[config.mk]
export PLATFORM = sky130hd
export DESIGN_NAME = edge_capture_bank
export DESIGN_NICKNAME = d
export VERILOG_FILES = /design/src/rtl/edge_capture_bank_pkg.sv /design/src/rtl/edge_capture_chan.sv /design/src/rtl/edge_capture_bank.sv
export SDC_FILE = /design/constraint.sdc
export NUM_CORES = 1
export LEC_CHECK = 0
export CAP_MARGIN = 20
export CORE_ASPECT_RATIO = 1.4
export CORE_MARGIN = 8
export CORE_UTILIZATION = 57
export CTS_BUF_LIST = sky130_fd_sc_hd__clkbuf_4
export DETAILED_ROUTE_END_ITERATION = 7
export GPL_TIMING_DRIVEN = 1
export PLACE_DENSITY = 0.95
export SETUP_SLACK_MARGIN = 0.15
export SLEW_MARGIN = 5
export SYNTH_ARGS = -nofsm -noshare
export SYNTH_HDL_FRONTEND = slang
export SYNTH_SLANG_ARGS = --single-unit
[constraint.sdc]
create_clock -name clk -period 2 [get_ports clk]
set_input_delay 0.2 -clock clk [delete_from_list [all_inputs] [get_ports clk]]
set_output_delay 0.2 -clock clk [all_outputs]
set_load 0.01 [all_outputs]
[src/rtl/edge_capture_bank_pkg.sv]
// Shared constants and helpers for the edge capture bank.
package edge_capture_bank_pkg;

    // Edge qualification modes; one mode applies to every channel of a bank.
    localparam int EDGE_RISE = 0;
    localparam int EDGE_FALL = 1;
    localparam int EDGE_BOTH = 2;

    // Ceiling log2 with a floor of 1, so a single-channel bank still has a select bit.
    function automatic int clog2_min1(input int n);
        int w;
        w = 0;
        while ((1 << w) < n) w++;
        return (w < 1) ? 1 : w;
    endfunction

endpackage

[src/rtl/edge_capture_chan.sv]
// One capture channel: strobe synchroniser, edge detect, held word,
// saturating event counter, overrun flag and pending flag.
module edge_capture_chan
    import edge_capture_bank_pkg::*;
#(
    parameter int DATA_W      = 8,
    parameter int CNT_W       = 4,
    parameter int SYNC_STAGES = 2,
    parameter int EDGE_MODE   = EDGE_RISE
) (
    input  logic              clk,
    input  logic              rst,
    input  logic              strobe,
    input  logic [DATA_W-1:0] data,
    input  logic              clear,
    output logic              evt,
    output logic [DATA_W-1:0] hold,
    output logic [CNT_W-1:0]  count,
    output logic              ovf,
    output logic              pending
);

    logic [SYNC_STAGES-1:0] sync_q;
    logic                   last_q;
    logic                   hit;

    // Synchronise the strobe and register the qualified edge as a one-cycle event.
    // NOTE: sequential state uses <= so every flop samples pre-edge values; = here would collapse the chain.
    always_ff @(posedge clk or posedge rst) begin
        if (rst) begin
            sync_q <= '0;
            last_q <= 1'b0;
            evt    <= 1'b0;
        end else begin
            sync_q <= {sync_q[SYNC_STAGES-2:0], strobe};
            last_q <= sync_q[SYNC_STAGES-1];
            evt    <= hit;
        end
    end

    // Compare the newest synchronised level against the previous one.
    // NOTE: hit gets a default before the case so no path leaves it unassigned (no latch).
    always_comb begin
        hit = 1'b0;
        case (EDGE_MODE)
            EDGE_FALL: hit = ~sync_q[SYNC_STAGES-1] & last_q;
            EDGE_BOTH: hit = sync_q[SYNC_STAGES-1] ^ last_q;
            default:   hit = sync_q[SYNC_STAGES-1] & ~last_q;
        endcase
    end

    // Capture on event; a read clear in the same cycle restarts the tally at one.
    // NOTE: hold is ordinary flops, not a RAM, so it is reset along with the rest.
    always_ff @(posedge clk or posedge rst) begin
        if (rst) begin
            hold    <= '0;
            count   <= '0;
            ovf     <= 1'b0;
            pending <= 1'b0;
        end else if (evt) begin
            hold    <= data;
            pending <= 1'b1;
            if (clear) begin
                count <= CNT_W'(1);
                ovf   <= 1'b0;
            end else begin
                count <= (count == '1) ? count : count + CNT_W'(1);
                ovf   <= pending;
            end
        end else if (clear) begin
            count   <= '0;
            ovf     <= 1'b0;
            pending <= 1'b0;
        end
    end

endmodule

[src/rtl/edge_capture_bank.sv]
// Multi-channel edge capture bank with a single-request read port.
// A read returns the channel state from before the request clock and
// clears that channel's count, overrun and pending flags.
module edge_capture_bank
    import edge_capture_bank_pkg::*;
#(
    parameter int NUM_CH      = 2,
    parameter int DATA_W      = 8,
    parameter int CNT_W       = 4,
    parameter int SYNC_STAGES = 2,
    parameter int EDGE_MODE   = EDGE_RISE
) (
    input  logic                         clk,
    input  logic                         rst,
    input  logic [NUM_CH-1:0]            ch_in,
    input  logic [NUM_CH*DATA_W-1:0]     ch_data,
    input  logic                         rd_req,
    input  logic [clog2_min1(NUM_CH)-1:0] rd_sel,
    output logic                         rd_ack,
    output logic [DATA_W-1:0]            rd_data,
    output logic [CNT_W-1:0]             rd_count,
    output logic                         rd_ovf,
    output logic [NUM_CH-1:0]            pending,
    output logic                         irq
);

    localparam int SEL_W = clog2_min1(NUM_CH);

    logic [DATA_W-1:0] hold_arr [NUM_CH];
    logic [CNT_W-1:0]  cnt_arr  [NUM_CH];
    logic [NUM_CH-1:0] ovf_vec;
    logic [NUM_CH-1:0] clr;
    // Event strobes are consumed inside each channel; the bank has no use for them.
    logic [NUM_CH-1:0] evt_unused;
    logic              sel_ok;

    assign sel_ok = (int'(rd_sel) < NUM_CH);
    assign irq    = |pending;

    for (genvar gi = 0; gi < NUM_CH; gi++) begin : g_chan
        assign clr[gi] = rd_req && (rd_sel == SEL_W'(gi));

        edge_capture_chan #(
            .DATA_W      (DATA_W),
            .CNT_W       (CNT_W),
            .SYNC_STAGES (SYNC_STAGES),
            .EDGE_MODE   (EDGE_MODE)
        ) u_chan (
            .clk     (clk),
            .rst     (rst),
            .strobe  (ch_in[gi]),
            .data    (ch_data[gi*DATA_W +: DATA_W]),
            .clear   (clr[gi]),
            .evt     (evt_unused[gi]),
            .hold    (hold_arr[gi]),
            .count   (cnt_arr[gi]),
            .ovf     (ovf_vec[gi]),
            .pending (pending[gi])
        );
    end

    // Register the read response; the payload is zero unless a valid channel is acked.
    always_ff @(posedge clk or posedge rst) begin
        if (rst) begin
            rd_ack   <= 1'b0;
            rd_data  <= '0;
            rd_count <= '0;
            rd_ovf   <= 1'b0;
        end else begin
            rd_ack   <= rd_req;
            rd_data  <= '0;
            rd_count <= '0;
            rd_ovf   <= 1'b0;
            if (rd_req && sel_ok) begin
                rd_data  <= hold_arr[rd_sel];
                rd_count <= cnt_arr[rd_sel];
                rd_ovf   <= ovf_vec[rd_sel];
            end
        end
    end

endmodule
==> metrics <==
worst path required time=roughly 1.8 ns; Post-synth EDFFs=0; synthesized area=0.00204 sq mm; syn avg cell area=13.5 sq um; first-pass GRT wire length=roughly 6700 um; metal2 WL=approximately 2200 um; # H-tree levels=2; vias in the first global route=1431; Sum Neg Setup Slack=0 ns; CP cell instances=or2_2, clkdlybuf4s50_1; Final nets=~210; CTS Buf Count=5; DPL Wire Length=between 2000 and 3000 um; critical path arrival=1.58 ns; Post-CTS Setup Bufs=0; Final Setup Violations=0; max-cap violation count=0; commonest non-fill, non-tap cell in the layout=dfrtp_1; fill count=around 220; Die Wd=66.6 um; # diodes=0; PwrDens=~840 mW/mm^2; drt wl/cell=between 15 and 20 um; Initial DRC Count=59; Rel. slew slack=57.0%; crit-path max cell delay=approximately 0.48 ns; # DRC=0; Lkg Pwr=around 1.1 nW; top layer in use=met4; final cell count without fillers=about 230; DR vias/cell=5.76; post-synth top area cell=dfrtp_1; Async S/R FF share, synth=100%; Initial Util=about three fifths; Worst Hold Class=in2async; most frequent cells in the layout=dfrtp_1, clkdlybuf4s50_1, mux2i_1, nor2b_1, mux2_1; register area share after synthesis=between 60% and 70%; final WL=3970 um; Max Buffers Root-to-Sink=2; CTS resizes=0; routed wl met3=between 200 and 250 um; fmax=0.560 GHz; hold-fix buffers at CTS=0; antenna violations before repair=0; VDD IR max=0.603 mV; placer congestion estimate=about 0.86; Clock Latency Late Sink=around 0.36 ns; worst r2r dst=g_chan[1].u_chan.count[3]; worst r2r src=g_chan[1].u_chan.evt; max-slew violation count=0; Root Buffer=clkbuf_4; Ports=39; clock slew at reported path FFs=about 0.13 ns; RSZ-0062 raised after global routing=no; total congestion overflow=0; P&R area growth vs syn=23.2%; Synth Warn #=0; Worst Tran Pin Value=between 0.6 and 0.7 ns; GRT Total Usage=15.2%; status=finished, final reports clean; top cell type's share of synthesized area=61.3%; share of layout cells above drive strength 1=about a tenth; DR vias=around 1.3k; Placed Instances=about 220; drt first pass iters=4; Critical Path Start Type=register; count of final hold-check violations=0; die height=approximately 87 um; Fin Clk Skew=roughly 0.011 ns; largest net degree at the start of global routing=31; ys flop type=dfrtp_1; Port Buf Inserts=38; CTS tree=built; DRT met1 WL=1400 um; crit path time final=between 1.5 and 2 ns; Yosys reg bits=50; Critical Path End Type=output pin; core area=around 0.0034 sq mm; critical path class=reg2out; CP max stage cell=clkdlybuf4s50_1; row count=25; R2R Setup Slk=roughly 0.6 ns; CP max FO=4; Synth area leaders=dfrtp_1, mux2i_1, mux2_1, nor2b_1, mux2_2; Post-Synthesis Cells=151; Syn Nets=between 150 and 200; worst-case reg-to-reg path depth=3; Die ar.=0.00578 sq mm; Tcrit/Tclk final=89.2%; CTS Sinks=50; number of library cell types mapped by synthesis=31; ANT nets after route=0
## where the power goes
part	switching, mW	internal, mW	total (mW)
Clock	0.291	0.293	0.584
Combinational	0.138	0.192	0.330
Sequential	0.0800	1.12	1.20
## synth_stat cells, types with 3 or more instances
cell      count
nand2_1       8
a21oi_1       4
mux2_2        4
nand3_1       3
mux2i_1      16
mux2_1       12
buf_4         3
inv_1         4
nor2b_1      15
dfrtp_1      50
o211ai_1      4
## cell families after synthesis
group,after synthesis,share of synthesized area [%]
flip-flops,50,61.3
AND/OR/NAND/NOR,41,12.1
multiplexers,32,16.7
AO/OA/AOI/OAI,13,4.29
buffers and inverters,13,4.41
adder cells (fa/ha/maj),2,1.23
## area by class of cell
| type | instances | area (sq um) | area share, % |
|---|---|---|---|
| sequential | 50 | 1250 | 49.8 |
| multi-input combinational | 88 | 699 | 27.8 |
| timing repair buffer | 41 | 415 | 16.5 |
| clock buffer | 7 | 52.6 | 2.09 |
| tap | 40 | 50.0 | 1.99 |
| clock inverter | 1 | 30.0 | 1.19 |
| inverter | 4 | 15.0 | 0.597 |
## stage by stage
stage | hold slack [ns] | setup slack [ns] | power, mW | area [sq um] | util [%]
detailed placement | 0.336 | 0.483 | 1.55 | 2430 | 71.3
global route | 0.192 | 0.166 | 2.22 | 2510 | 73.7
finish | 0.153 | 0.215 | 2.11 | 2510 | 73.7
CTS | 0.155 | 0.197 | 2.13 | 2510 | 73.7
global placement | 0.336 | 0.546 | 1.53 | 2430 | 71.3
floorplan | 0.231 | 0.599 | 1.39 | 2040 | -
## sequential cells by signal, summed over array words and instances (netlist names)
register               flops
g_chan.u_chan.count        8
g_chan.u_chan.evt          2
g_chan.u_chan.hold        16
g_chan.u_chan.last_q       2
g_chan.u_chan.ovf          2
g_chan.u_chan.pending      2
g_chan.u_chan.sync_q       4
rd_ack                     1
rd_count                   4
rd_data                    8
rd_ovf                     1
## per-layer routing
metal  GRT usage, %  up-vias
met2           26.2       49
met4           7.99        0
met1           16.1      667
met5              0        -
met3           4.13       14
li1               -      601
## worst max-delay path: cells and delay by family (launching register included)
family | cells | cell delay, ns
flip-flops | 1 | 0.44
AND/OR/NAND/NOR | 1 | 0.30
buffers and inverters | 1 | 0.48
## worst max path at each step
stage                                      endpoint  slack (ns)  depth (start not counted)                startpoint
after global routing                            irq        0.17                          2  g_chan[0].u_chan.pending
final                                           irq        0.22                          2  g_chan[0].u_chan.pending
after detailed placement  g_chan[0].u_chan.count[0]        0.48                          4                    rd_req
after global placement    g_chan[0].u_chan.count[0]        0.55                          4                    rd_req
after floorplan           g_chan[0].u_chan.count[0]        0.60                          1                       rst
after CTS                                       irq        0.20                          2  g_chan[0].u_chan.pending
Power figures use the tool's default switching activity.
